==> src/rtl/bus_ctrl_pkg.sv <==
// Shared encodings for the bus control sequencer: opcodes, FSM states
// and the index-to-one-hot helper used by the register strobe decoders.
package bus_ctrl_pkg;

  typedef enum logic [1:0] {
    OP_LDI  = 2'd0,
    OP_ADDI = 2'd1,
    OP_MV   = 2'd2,
    OP_ADD  = 2'd3
  } opcode_e;

  typedef enum logic [2:0] {
    S_IDLE = 3'd0,
    S_T0   = 3'd1,
    S_T1   = 3'd2,
    S_T2   = 3'd3,
    S_DONE = 3'd4
  } state_e;

  // Widest register file the decoder supports (index width up to 6).
  localparam int MAX_NREGS = 64;

  function automatic logic [MAX_NREGS-1:0] idx2onehot(
    input int unsigned idx
  );
    logic [MAX_NREGS-1:0] v;
    v = MAX_NREGS'(1) << idx;
    return v;
  endfunction

endpackage

==> src/rtl/bus_ctrl_seq_onehot_dec.sv <==
// Register index to one-hot strobe decoder with an in-range flag;
// out-of-range indices yield an all-zero vector and valid=0.
module onehot_dec
  import bus_ctrl_pkg::*;
#(
  parameter int IDX_W = 2,
  parameter int NREGS = 4
) (
  input  logic [IDX_W-1:0] idx,
  output logic [NREGS-1:0] oh,
  output logic             valid
);

  logic [MAX_NREGS-1:0] full;
  logic                 hi_hit;

  assign full = idx2onehot(32'(idx));

  // Any set bit at or above NREGS means the index is out of range.
  if (NREGS < MAX_NREGS) begin : g_part
    assign hi_hit = |full[MAX_NREGS-1:NREGS];
  end else begin : g_full
    assign hi_hit = 1'b0;
  end

  assign valid = ~hi_hit;
  assign oh    = valid ? full[NREGS-1:0] : '0;

endmodule

==> src/rtl/bus_ctrl_seq.sv <==
// Single-bus datapath control sequencer: steps LDI/ADDI/MV/ADD through
// T0..T2 with registered (Moore) strobes and a one-cycle done pulse.
module bus_ctrl_seq
  import bus_ctrl_pkg::*;
#(
  parameter int DATA_W = 8,
  parameter int NREGS  = 4,
  localparam int IDX_W = (NREGS > 1) ? $clog2(NREGS) : 1
) (
  input  logic              clock,
  input  logic              clear,
  input  logic              start,
  input  logic [1:0]        opcode,
  input  logic [IDX_W-1:0]  rd,
  input  logic [IDX_W-1:0]  rs,
  input  logic [IDX_W-1:0]  rt,
  input  logic [DATA_W-1:0] imm,
  output logic [NREGS-1:0]  Rin,
  output logic [NREGS-1:0]  Rout,
  output logic              Yin,
  output logic              Zin,
  output logic              Zout,
  output logic              ImmOut,
  output logic [DATA_W-1:0] ImmData,
  output logic [DATA_W-1:0] AddImm,
  output logic              busy,
  output logic              done,
  output logic              illegal
);

  state_e              state_q, state_d;
  opcode_e             op_q, op_d;
  logic [IDX_W-1:0]    rd_q, rd_d;
  logic [IDX_W-1:0]    rs_q, rs_d;
  logic [IDX_W-1:0]    rt_q, rt_d;
  logic [DATA_W-1:0]   imm_q, imm_d;

  logic [NREGS-1:0]    rin_q, rin_d;
  logic [NREGS-1:0]    rout_q, rout_d;
  logic                yin_q, yin_d;
  logic                zin_q, zin_d;
  logic                zout_q, zout_d;
  logic                immout_q, immout_d;
  logic [DATA_W-1:0]   immdata_q, immdata_d;
  logic [DATA_W-1:0]   addimm_q, addimm_d;
  logic                busy_q, busy_d;
  logic                done_q, done_d;
  logic                illegal_q, illegal_d;

  logic                idle;
  opcode_e             op_c;
  logic [IDX_W-1:0]    rd_c, rs_c, rt_c;
  logic [DATA_W-1:0]   imm_c;
  logic [NREGS-1:0]    rd_oh, rs_oh, rt_oh;
  logic                rd_ok, rs_ok, rt_ok;
  logic                legal;

  // In IDLE the live inputs are the operands about to be latched.
  assign idle  = (state_q == S_IDLE);
  assign op_c  = idle ? opcode_e'(opcode) : op_q;
  assign rd_c  = idle ? rd  : rd_q;
  assign rs_c  = idle ? rs  : rs_q;
  assign rt_c  = idle ? rt  : rt_q;
  assign imm_c = idle ? imm : imm_q;

  onehot_dec #(.IDX_W(IDX_W), .NREGS(NREGS)) u_dec_rd (
    .idx   (rd_c),
    .oh    (rd_oh),
    .valid (rd_ok)
  );

  onehot_dec #(.IDX_W(IDX_W), .NREGS(NREGS)) u_dec_rs (
    .idx   (rs_c),
    .oh    (rs_oh),
    .valid (rs_ok)
  );

  onehot_dec #(.IDX_W(IDX_W), .NREGS(NREGS)) u_dec_rt (
    .idx   (rt_c),
    .oh    (rt_oh),
    .valid (rt_ok)
  );

  // Only the indices an opcode actually uses are range-checked.
  always_comb begin
    legal = 1'b0;
    unique case (op_c)
      OP_LDI:  legal = rd_ok;
      OP_ADDI: legal = rd_ok & rs_ok;
      OP_MV:   legal = rd_ok & rs_ok;
      OP_ADD:  legal = rd_ok & rs_ok & rt_ok;
      default: legal = 1'b0;
    endcase
  end

  always_comb begin
    state_d = state_q;
    op_d    = op_q;
    rd_d    = rd_q;
    rs_d    = rs_q;
    rt_d    = rt_q;
    imm_d   = imm_q;
    unique case (state_q)
      S_IDLE: begin
        if (start && legal) begin
          state_d = S_T0;
          op_d    = op_c;
          rd_d    = rd;
          rs_d    = rs;
          rt_d    = rt;
          imm_d   = imm;
        end
      end
      S_T0: begin
        unique case (op_q)
          OP_LDI, OP_MV: state_d = S_DONE;
          default:       state_d = S_T1;
        endcase
      end
      S_T1:    state_d = (op_q == OP_ADD) ? S_T2 : S_DONE;
      S_T2:    state_d = S_DONE;
      S_DONE:  state_d = S_IDLE;
      default: state_d = S_IDLE;
    endcase
  end

  // Outputs are a function of the state being entered, then registered.
  always_comb begin
    rin_d     = '0;
    rout_d    = '0;
    yin_d     = 1'b0;
    zin_d     = 1'b0;
    zout_d    = 1'b0;
    immout_d  = 1'b0;
    immdata_d = '0;
    addimm_d  = '0;
    done_d    = 1'b0;
    busy_d    = (state_d != S_IDLE);
    illegal_d = idle & start & ~legal;
    unique case (state_d)
      S_T0: begin
        unique case (op_c)
          OP_LDI: begin
            immout_d  = 1'b1;
            immdata_d = imm_c;
            rin_d     = rd_oh;
          end
          OP_MV: begin
            rout_d = rs_oh;
            rin_d  = rd_oh;
          end
          OP_ADDI: begin
            rout_d   = rs_oh;
            addimm_d = imm_c;
            zin_d    = 1'b1;
          end
          OP_ADD: begin
            rout_d = rs_oh;
            yin_d  = 1'b1;
          end
          default: ;
        endcase
      end
      S_T1: begin
        if (op_c == OP_ADD) begin
          rout_d = rt_oh;
          zin_d  = 1'b1;
        end else begin
          zout_d = 1'b1;
          rin_d  = rd_oh;
        end
      end
      S_T2: begin
        zout_d = 1'b1;
        rin_d  = rd_oh;
      end
      S_DONE:  done_d = 1'b1;
      default: ;
    endcase
  end

  always_ff @(posedge clock or posedge clear) begin
    if (clear) begin
      state_q   <= S_IDLE;
      op_q      <= OP_LDI;
      rd_q      <= '0;
      rs_q      <= '0;
      rt_q      <= '0;
      imm_q     <= '0;
      rin_q     <= '0;
      rout_q    <= '0;
      yin_q     <= 1'b0;
      zin_q     <= 1'b0;
      zout_q    <= 1'b0;
      immout_q  <= 1'b0;
      immdata_q <= '0;
      addimm_q  <= '0;
      busy_q    <= 1'b0;
      done_q    <= 1'b0;
      illegal_q <= 1'b0;
    end else begin
      state_q   <= state_d;
      op_q      <= op_d;
      rd_q      <= rd_d;
      rs_q      <= rs_d;
      rt_q      <= rt_d;
      imm_q     <= imm_d;
      rin_q     <= rin_d;
      rout_q    <= rout_d;
      yin_q     <= yin_d;
      zin_q     <= zin_d;
      zout_q    <= zout_d;
      immout_q  <= immout_d;
      immdata_q <= immdata_d;
      addimm_q  <= addimm_d;
      busy_q    <= busy_d;
      done_q    <= done_d;
      illegal_q <= illegal_d;
    end
  end

  assign Rin     = rin_q;
  assign Rout    = rout_q;
  assign Yin     = yin_q;
  assign Zin     = zin_q;
  assign Zout    = zout_q;
  assign ImmOut  = immout_q;
  assign ImmData = immdata_q;
  assign AddImm  = addimm_q;
  assign busy    = busy_q;
  assign done    = done_q;
  assign illegal = illegal_q;

endmodule

==> config.mk <==
export PLATFORM = sky130hd
export DESIGN_NAME = bus_ctrl_seq
export DESIGN_NICKNAME = d
export VERILOG_FILES = /design/src/rtl/bus_ctrl_pkg.sv /design/src/rtl/bus_ctrl_seq_onehot_dec.sv /design/src/rtl/bus_ctrl_seq.sv
export SDC_FILE = /design/constraint.sdc
export NUM_CORES = 1
export LEC_CHECK = 0
export BUFFER_PORTS_ARGS = -buffer_cell sky130_fd_sc_hd__buf_2
export CORE_UTILIZATION = 40
export CTS_BUF_LIST = sky130_fd_sc_hd__clkbuf_2 sky130_fd_sc_hd__clkbuf_4 sky130_fd_sc_hd__clkbuf_8
export DETAILED_ROUTE_END_ITERATION = 10
export HOLD_SLACK_MARGIN = 0.03
export PLACE_DENSITY_LB_ADDON = 0.25
export SLEW_MARGIN = 10
export SYNTH_ARGS = -nofsm -noshare
export SYNTH_HDL_FRONTEND = slang
export SYNTH_SLANG_ARGS = --single-unit
==> constraint.sdc <==
create_clock -name clock -period 1.8 [get_ports clock]
set_input_delay 0 -clock clock [delete_from_list [all_inputs] [get_ports clock]]
set_output_delay 0 -clock clock [all_outputs]
set_load 0.02 [all_outputs]
==> flow_summary.json <==
{
  "pre_cts_ws_ps": 168,
  "switching_share": 0.337,
  "rsz0062_at_grt": "no",
  "syn-num-nets": 152,
  "cp_num_buf_inv": 1,
  "cts_made_buffers": 5,
  "cap_violations": 0,
  "hpwlAfterDp_um": 2340,
  "layout.nets": 221,
  "drcViolationCount": 0,
  "first_pass_iters": 4,
  "crit_type": "reg -> reg",
  "worst_slew_pin_slew_ps": 596,
  "syn_to_final_growth_pct": 38.6,
  "first_global_vias": 1204,
  "grtUsageMet2": 0.324,
  "row_count": 22,
  "peakVddDrop_uv": 621,
  "vias": 1225,
  "busiest_layer": "met2",
  "synth_area_um2": 1530,
  "grt_use_met1": 0.221,
  "slowest_delay_ps": 460,
  "max_clock_freq_mhz": 609,
  "synth_edf_count": 0,
  "share_comb_of_total_power": 0.307,
  "cts_sinks": 39,
  "final_max_slew_viol_count": 0,
  "grt_max_degree": 25,
  "power_w": 0.00260,
  "fin_skew_ps": 7.31,
  "synth_top_area_share": 0.637,
  "ios": 50,
  "cts_tree": "built",
  "grt_antenna_before_repair": 0,
  "synthCells": 133,
  "min_period_ps": 1640,
  "ant_nets": 0,
  "wirelength_um": 3520,
  "cts_setup_buffers": 0,
  "gr-usage-all-layers": 0.193,
  "reg2reg_to": "Rin[0]",
  "dp_cells": 225,
  "ys_top_cells_by_count": "39 x dfrtp_1, 15 x nand2_1, 9 x and3_1",
  "cp_slowest_cell": "or3b_2",
  "p_per_area_nw_per_um2": 1230,
  "port_buffers": 48,
  "finalWorstSetupSlack_ps": 157,
  "path_cells": "buf_4 -> or3b_2 -> a21o_1 -> o32ai_1",
  "synth.most_common_cell": "dfrtp_1",
  "place.gp.congestion": 0.790,
  "detail_route.wl_per_cell_um": 14.0,
  "die_w_um": 63.9,
  "relSlewSlack": 0.602,
  "die-area_um2": 4080,
  "synth_area_leader_cell": "dfrtp_1",
  "cp_top_family": "compound AO/OA/AOI/OAI gates",
  "async_flop_share": 1.00,
  "clock_path_buffers": 2,
  "start_util": 0.418,
  "final_layout_size_suffix_gt1_frac": 0.335,
  "synth_cell_types": 32,
  "ctsRootBufferMaster": "clkbuf_8",
  "status": "completed",
  "p_sw_w": 0.000878,
  "grt_remaining_overflow": 0,
  "path_clk_slew_ps": 70,
  "final_cells": 251,
  "clk_latency_ps": 290,
  "hold_buffers": 18,
  "hp-class": "in -> async",
  "hold_violations": 0,
  "h-tree-depth": 2,
  "rrSetupSlack_ps": 160,
  "p_leak_nw": 1.16,
  "diodes": 0,
  "startpoint_type": "register",
  "fin_area_um2": 2120,
  "fp.dieH_um": 63.9,
  "place_area_um2": 1840,
  "synth_seq_area_share": 0.637,
  "worstPathMaxFanout": 9,
  "cp.required_ps": 1980,
  "post_cts_resized": 0,
  "ys_ff_latch": 39,
  "met3_usage": 0.0732,
  "synth_top_flop_cell": "dfrtp_1",
  "endpoint_kind": "register",
  "reg2reg_depth": 4,
  "vias_per_cell": 4.88,
  "finalCritPeriodShare": 0.913,
  "grt_pass1_wl_um": 5690,
  "reg2reg_from": "state_q[1]",
  "syn_avg_cell_area_um2": 11.5,
  "cp.arrival_ps": 1820,
  "core_um2": 3660,
  "intPower_w": 0.00172,
  "p_seq_frac": 0.440,
  "finalSetupTns_ps": 0,
  "ys_top_cells_by_area": "dfrtp_1 64%, and3_1 3.7%, nand2_1 3.7%",
  "ys.warnings.count": 0,
  "clkPwrFrac": 0.254,
  "drt_iter0_drc": 31,
  "setup_violations": 0
}
[worst reg2reg max path: stages, from the launching register on]
cell	delay [ps]
dfrtp_1	390
buf_4	170
or3b_2	460
a21o_1	240
o32ai_1	270
[how the worst max path moves through the flow]
stage | startpoint | end | slack (ps) | cells past startpoint
6_report | state_q[1] | Rin[0] | 160 | 4
3_3_place_gp | state_q[1] | AddImm[5] | 260 | 3
4_1_cts | state_q[1] | Rin[0] | 150 | 4
3_5_place_dp | state_q[1] | Rin[0] | 170 | 4
2_1_floorplan | state_q[1] | Rin[0] | 130 | 5
5_1_grt | state_q[1] | Rin[0] | 80 | 4
[stage by stage]
step	utilization	hold slack [ps]
after detailed placement	0.502	105
after global placement	0.502	105
after CTS	0.580	339
after floorplan	-	70.8
final	0.580	313
after global routing	0.580	374
[cell families (layout without fill, tap and decap cells)]
logic type             count (synthesis)  after routing  synth area share
AND/OR/NAND/NOR                       54             54             0.206
multiplexers                           2              2            0.0139
other                                  1              1           0.00245
buffers and inverters                 18             88            0.0572
AO/OA/AOI/OAI                         19             19            0.0833
flip-flops                            39             39             0.637
[routing by layer]
metal | part of all wire | wire length, um
met3 | 0.055 | 192
met1 | 0.39 | 1380
met4 | 0.020 | 72
met2 | 0.53 | 1870
met5 | 0 | 0
[final cells by class]
cell class                      count  area (um2)
Clock buffer                        8         104
Sequential cell                    39         976
Timing Repair Buffer               72         478
Tap cell                           48        60.1
Inverter                            8        30.0
Fill cell                         303        1540
Multi-Input combinational cell     76         474
[layout by cell type (no fill, tap or decap), types with 4 or more instances in the layout]
cell type / Yosys / layout
buf_4: 1 / 5
nor3_1: 6 / 6
nand2_1: 15 / 15
and2_1: 7 / 7
buf_2: 1 / 48
o32ai_1: 4 / 4
nor2_1: 4 / 4
clkbuf_8: 0 / 7
dfrtp_1: 39 / 39
dlygate4sd3_1: 0 / 18
and3_1: 9 / 9
o21ai_0: 6 / 6
inv_1: 8 / 8
[sequential cells by signal, summed over array words and instances, names as in the netlist]
register,cells
AddImm,8
ImmData,8
ImmOut,1
Rin,4
Rout,4
Yin,1
Zin,1
Zout,1
busy,1
done,1
op_q,2
rd_q,2
rt_q,2
state_q,3
[power groups by stage]
| stage | Combinational (W) | Clock, W | Sequential, W |
|---|---|---|---|
| global placement | 0.000735 | 0 | 0.00115 |
| floorplan | 0.000448 | 0 | 0.00123 |
| finish | 0.000798 | 0.000660 | 0.00114 |
| CTS | 0.000796 | 0.000664 | 0.00114 |
| detailed placement | 0.000758 | 0 | 0.00115 |
| global route | 0.000866 | 0.000713 | 0.00117 |
Power figures use the tool's default switching activity.
